## src/rtl/adder_pkg.sv

```systemverilog
// Shared state encoding for the sequential arithmetic blocks.
// The one-hot-free binary encoding keeps state registers at two bits.
package adder_pkg;

  typedef enum logic [1:0] {
    IDLE  = 2'd0,
    SHIFT = 2'd1,
    DONE  = 2'd2
  } state_e;

endpackage

```

## src/rtl/full_adder.sv

```systemverilog
// One-bit full adder used as the per-bit datapath of the serial adder.
module full_adder (
  input  logic a,
  input  logic b,
  input  logic cin,
  output logic s,
  output logic c
);

  assign s = a ^ b ^ cin;
  assign c = (a & b) | (cin & (a ^ b));

endmodule

```

## src/rtl/serial_adder.sv

```systemverilog
// Bit-serial adder: one operand bit pair per clock, LSB first, through a
// single full adder. Results are published only on entry to DONE.
module serial_adder
  import adder_pkg::*;
#(
  parameter int WIDTH = 8
) (
  input  logic             clk,
  input  logic             rst_n,
  input  logic             start,
  input  logic [WIDTH-1:0] a,
  input  logic [WIDTH-1:0] b,
  input  logic             cin,
  output logic             busy,
  output logic             done,
  output logic [WIDTH-1:0] s,
  output logic             cout,
  output logic             ovf
);

  localparam int CW = $clog2(WIDTH + 1);

  state_e           state_q, state_d;
  logic [CW-1:0]    cnt_q, cnt_d;
  logic [WIDTH-1:0] a_q, a_d, b_q, b_d;
  logic [WIDTH-2:0] res_q, res_d;
  logic [WIDTH-1:0] s_q, s_d;
  logic             cy_q, cy_d;
  logic             cout_q, cout_d;
  logic             ovf_q, ovf_d;

  logic             fa_s, fa_c;
  logic             last_bit;
  logic [WIDTH-1:0] sum_cat;

  full_adder u_fa (
    .a  (a_q[0]),
    .b  (b_q[0]),
    .cin(cy_q),
    .s  (fa_s),
    .c  (fa_c)
  );

  assign last_bit = (cnt_q == CW'(WIDTH - 1));
  // New sum bit enters at the top; after WIDTH shifts the word is aligned.
  assign sum_cat  = {fa_s, res_q};

  always_comb begin
    state_d = state_q;
    cnt_d   = cnt_q;
    a_d     = a_q;
    b_d     = b_q;
    res_d   = res_q;
    cy_d    = cy_q;
    s_d     = s_q;
    cout_d  = cout_q;
    ovf_d   = ovf_q;
    unique case (state_q)
      IDLE, DONE: begin
        state_d = IDLE;
        if (start) begin
          state_d = SHIFT;
          a_d     = a;
          b_d     = b;
          cy_d    = cin;
          cnt_d   = '0;
          res_d   = '0;
        end
      end
      SHIFT: begin
        a_d   = a_q >> 1;
        b_d   = b_q >> 1;
        cy_d  = fa_c;
        res_d = sum_cat[WIDTH-1:1];
        cnt_d = cnt_q + CW'(1);
        if (last_bit) begin
          state_d = DONE;
          s_d     = sum_cat;
          cout_d  = fa_c;
          // cy_q is the carry into the MSB at this point
          ovf_d   = cy_q ^ fa_c;
        end
      end
      default: state_d = IDLE;
    endcase
  end

  always_ff @(posedge clk or negedge rst_n) begin
    if (!rst_n) begin
      state_q <= IDLE;
      cnt_q   <= '0;
      a_q     <= '0;
      b_q     <= '0;
      res_q   <= '0;
      cy_q    <= 1'b0;
      s_q     <= '0;
      cout_q  <= 1'b0;
      ovf_q   <= 1'b0;
    end else begin
      state_q <= state_d;
      cnt_q   <= cnt_d;
      a_q     <= a_d;
      b_q     <= b_d;
      res_q   <= res_d;
      cy_q    <= cy_d;
      s_q     <= s_d;
      cout_q  <= cout_d;
      ovf_q   <= ovf_d;
    end
  end

  assign busy = (state_q == SHIFT);
  assign done = (state_q == DONE);
  assign s    = s_q;
  assign cout = cout_q;
  assign ovf  = ovf_q;

endmodule

```

## config.mk

```make
export PLATFORM = sky130hd
export DESIGN_NAME = serial_adder
export DESIGN_NICKNAME = d
export VERILOG_FILES = /design/src/rtl/adder_pkg.sv /design/src/rtl/full_adder.sv /design/src/rtl/serial_adder.sv
export SDC_FILE = /design/constraint.sdc
export NUM_CORES = 1
export LEC_CHECK = 0
export ABC_AREA = 1
export BUFFER_PORTS_ARGS = -buffer_cell sky130_fd_sc_hd__buf_2
export CORE_MARGIN = 5
export CORE_UTILIZATION = 49
export CTS_CLUSTER_DIAMETER = 100
export DETAILED_ROUTE_END_ITERATION = 8
export HOLD_SLACK_MARGIN = 0.02
export PLACE_DENSITY_LB_ADDON = 0.05
export SETUP_SLACK_MARGIN = 0.1
export SYNTH_ARGS = -nofsm -noshare
export SYNTH_HDL_FRONTEND = slang
export SYNTH_HIERARCHICAL = 1
export SYNTH_SLANG_ARGS = --single-unit
```

## constraint.sdc

```tcl
create_clock -name clk -period 1.29 [get_ports clk]
set_clock_uncertainty 0.15 [all_clocks]
set_input_delay 0.1935 -clock clk [delete_from_list [all_inputs] [get_ports clk]]
set_output_delay 0.1935 -clock clk [all_outputs]
set_load 0.005 [all_outputs]
```

==> impl_metrics.toml <==
[timing]
fin_setup_tns_ps = -5720
whs_ps = -38.5
drv_slew = 0
worst_slack_ps = -240
min_period_ps = 1530
setup_violations = 41
worst_slew_pin_slew_ps = 219
clock.fmax_ghz = 0.654
rsz0062_at_grt = "yes"
post-route-period-util_pct = 119
finalHoldViolations = 1
relSlewSlack_pct = 85.4

[worst_setup_path]
end_kind = "primary output"
crit_required_ps = 950
path_max_fanout = 2
cpMostUsedCell = "buf_6"
critPathBufInv = 3
startpoint_type = "flop"
slowest_delay_ps = 420
crit_path_top_delay_cell = "dfrtp_1"
path_delay_family = "flip-flops"
crit_chain = "buf_6 > nor2_4 > buf_6 > buf_6"
cp_data_arrival_time_ps = 1190
worstSetupPathType = "reg -> out"

[clock_tree]
clock_sinks = 40
holdBufCountCts = 18
clock_latency_ps = 360
htree_levels = 2
clockBufferDepth = 2
tritoncts = "yes"
cts_buffers = 5
path_clk_slew_ps = 120
cts-root-buf = "clkbuf_4"

[yosys]
syn_inst = 222
synth_seq_cells = 40
ys_warn_count = 6
yosys-top-cells-count = "nand2_1, dfrtp_1, inv_1, o22ai_1, buf_4"
netlist_top_cells_area = "dfrtp_1, nand2_1, inv_1"
syn-num-nets = 244
synthSimpleGateAreaFrac_pct = 30.1
synth_most_common_cell = "nand2_1"
synthMuxAreaShare_pct = 0
ys_seq_area_share_pct = 56.5
synth_area_leader_cell = "dfrtp_1"
yosys.area_share.adder_pct = 1.83
synth_top_area_share_pct = 56.5
synth.avg_cell_area_um2 = 7.99
synth-xor-area-share_pct = 0.494
synthFlopType = "dfrtp_1"
yosysUniqueCellTypes = 18
synth_edf_count = 0
syn_area_um2 = 1770
synth_compound_area_share_pct = 2.96
synth_top_family_by_area = "simple AND/OR/NAND/NOR gates"
synthArstFlopShare_pct = 100

[route]
firstDrtPassIters = 4
avgRoutedWirePerCell_um = 12.8
drt_iter0_drc = 98
via_per_inst = 4.60
wirelength_mm = 4.68
num_vias = 1680
drc = 0
postRouteAntennaNets = 0

[power_and_ir_drop]
peakVddDrop_mv = 1.50
pwr-share-seq_pct = 31.5
intPower_mw = 4.28
combPwrFrac_pct = 55.3
powerDensity_nw_per_um2 = 2420
switching_share_pct = 37.4
p_total_mw = 6.84
leakage_nw = 1.55
p_sw_mw = 2.56
p_clk_share_pct = 13.3

[place]
globalplace.congestion = 0.740
dp_cells = 311
dp_hpwl_mm = 2.48
post-place-ws_ps = -243
portBuffers = 31

[floorplan]
die_w_um = 70.2
rows = 21
initial_utilization_pct = 51.9
die_h_um = 70.2
core_area_um2 = 3420
ios = 32
die_area_um2 = 4920

[grt]
grt_pass1_wl_mm = 7.98
grt_overflow_total = 0
antenna_found_initial = 0
grt_max_degree = 41
grt_usage_pct = 20.3
grt_pass1_vias = 1666

[layout]
syn2layout_area_growth_pct = 59.3
drive_above_1_share_pct = 37.9
diodes = 0
instances_no_fill = 365
nets = 340
utilization_pct = 82.7

[status]
outcome = "finished, violations left"
violations = "negative hold slack, negative setup slack"

[flow_run]
drv_cap = 0

[min_path]
hold_path.class = "in -> reg"
## sequential cells by signal (all words and copies together) (netlist names)
signal,count
res_q,7
a_q,8
cout,1
s,8
cnt_q,4
state_q,2
b_q,8
ovf,1
cy_q,1
## per-layer routing
| layer | wire length [µm] | track usage [%] | up-vias |
|---|---|---|---|
| li1 | - | - | 856 |
| met1 | 1910 | 24.6 | 782 |
| met2 | 2490 | 35.9 | 35 |
| met3 | 219 | 5.74 | 7 |
| met4 | 64 | 4.47 | 0 |
| met5 | 0 | 0 | - |
## power by group through the flow
| stage | Sequential, mW | Clock (mW) | Combinational [mW] |
|---|---|---|---|
| 6_report | 2.15 | 0.907 | 3.78 |
| 2_1_floorplan | 2.17 | 0 | 1.51 |
| 3_3_place_gp | 2.14 | 0 | 2.41 |
| 3_5_place_dp | 2.16 | 0 | 2.46 |
| 4_1_cts | 2.13 | 0.914 | 3.32 |
| 5_1_grt | 2.23 | 0.985 | 4.18 |
## final cells by class
type,count,area [µm²]
repair buffers,93,781
fillers,225,592
inverters,27,106
multi-input cells,151,787
flip-flops and latches,40,1000
clock inverters,2,38.8
clock buffers,6,51.3
well taps,46,57.6
## timing repair
| action | 4_1_cts | 5_1_grt |
|---|---|---|
| gates cloned | 3 | 0 |
| gates resized for setup | 31 | 15 |
| setup endpoints to repair | 52 | 52 |
| setup buffers | 13 | 12 |
| pin swaps | 10 | 9 |
| endpoints found under the hold margin | 58 | 1 |
## cells in the final DEF (no fill, tap or decap), types with 6 or more instances in the layout
| cell type | instances |
|---|---|
| buf_4 | 30 |
| nand2_2 | 15 |
| buf_2 | 30 |
| nor2_4 | 6 |
| dfrtp_1 | 39 |
| inv_1 | 24 |
| nand2_1 | 106 |
| buf_6 | 10 |
| dlygate4sd3_1 | 18 |
## per-stage QoR
step | instance area (µm²) | hold WS [ps]
2_1_floorplan | 1820 | -252
3_3_place_gp | 2150 | 32.3
3_5_place_dp | 2150 | 28.3
4_1_cts | 2680 | -51.0
5_1_grt | 2820 | -53.8
6_report | 2820 | -38.5
## worst paths after layout
kind / slack, ps / cells past startpoint / startpoint / end
worst max-delay path: -240 / 4 / state_q[1] / busy
worst min-delay path: -40 / 3 / start / state_q[0]
worst max register to register: -240 / 9 / state_q[1] / cnt_q[1]
worst min register to register: 330 / 2 / res_q[0] / s[0]
max in group asynchronous: 620 / 3 / rst_n / b_q[1]
min in group asynchronous: 160 / 3 / rst_n / cy_q
## cells by family (layout without fill, tap and decap cells)
group	Yosys count	after routing
buffers and inverters	33	128
adder cells (fa/ha/maj)	2	2
AO/OA/AOI/OAI	9	9
flip-flops	40	40
XOR/XNOR	1	1
AND/OR/NAND/NOR	137	139
## tightest hold or removal path: cells and delay by family
kind | cells | cell delay (ps)
buffers and inverters | 1 | 100
AOI/OAI and AO/OA | 1 | 60
and+or+nand+nor | 1 | 80
Note: power is estimated with default switching activity, not from simulation.
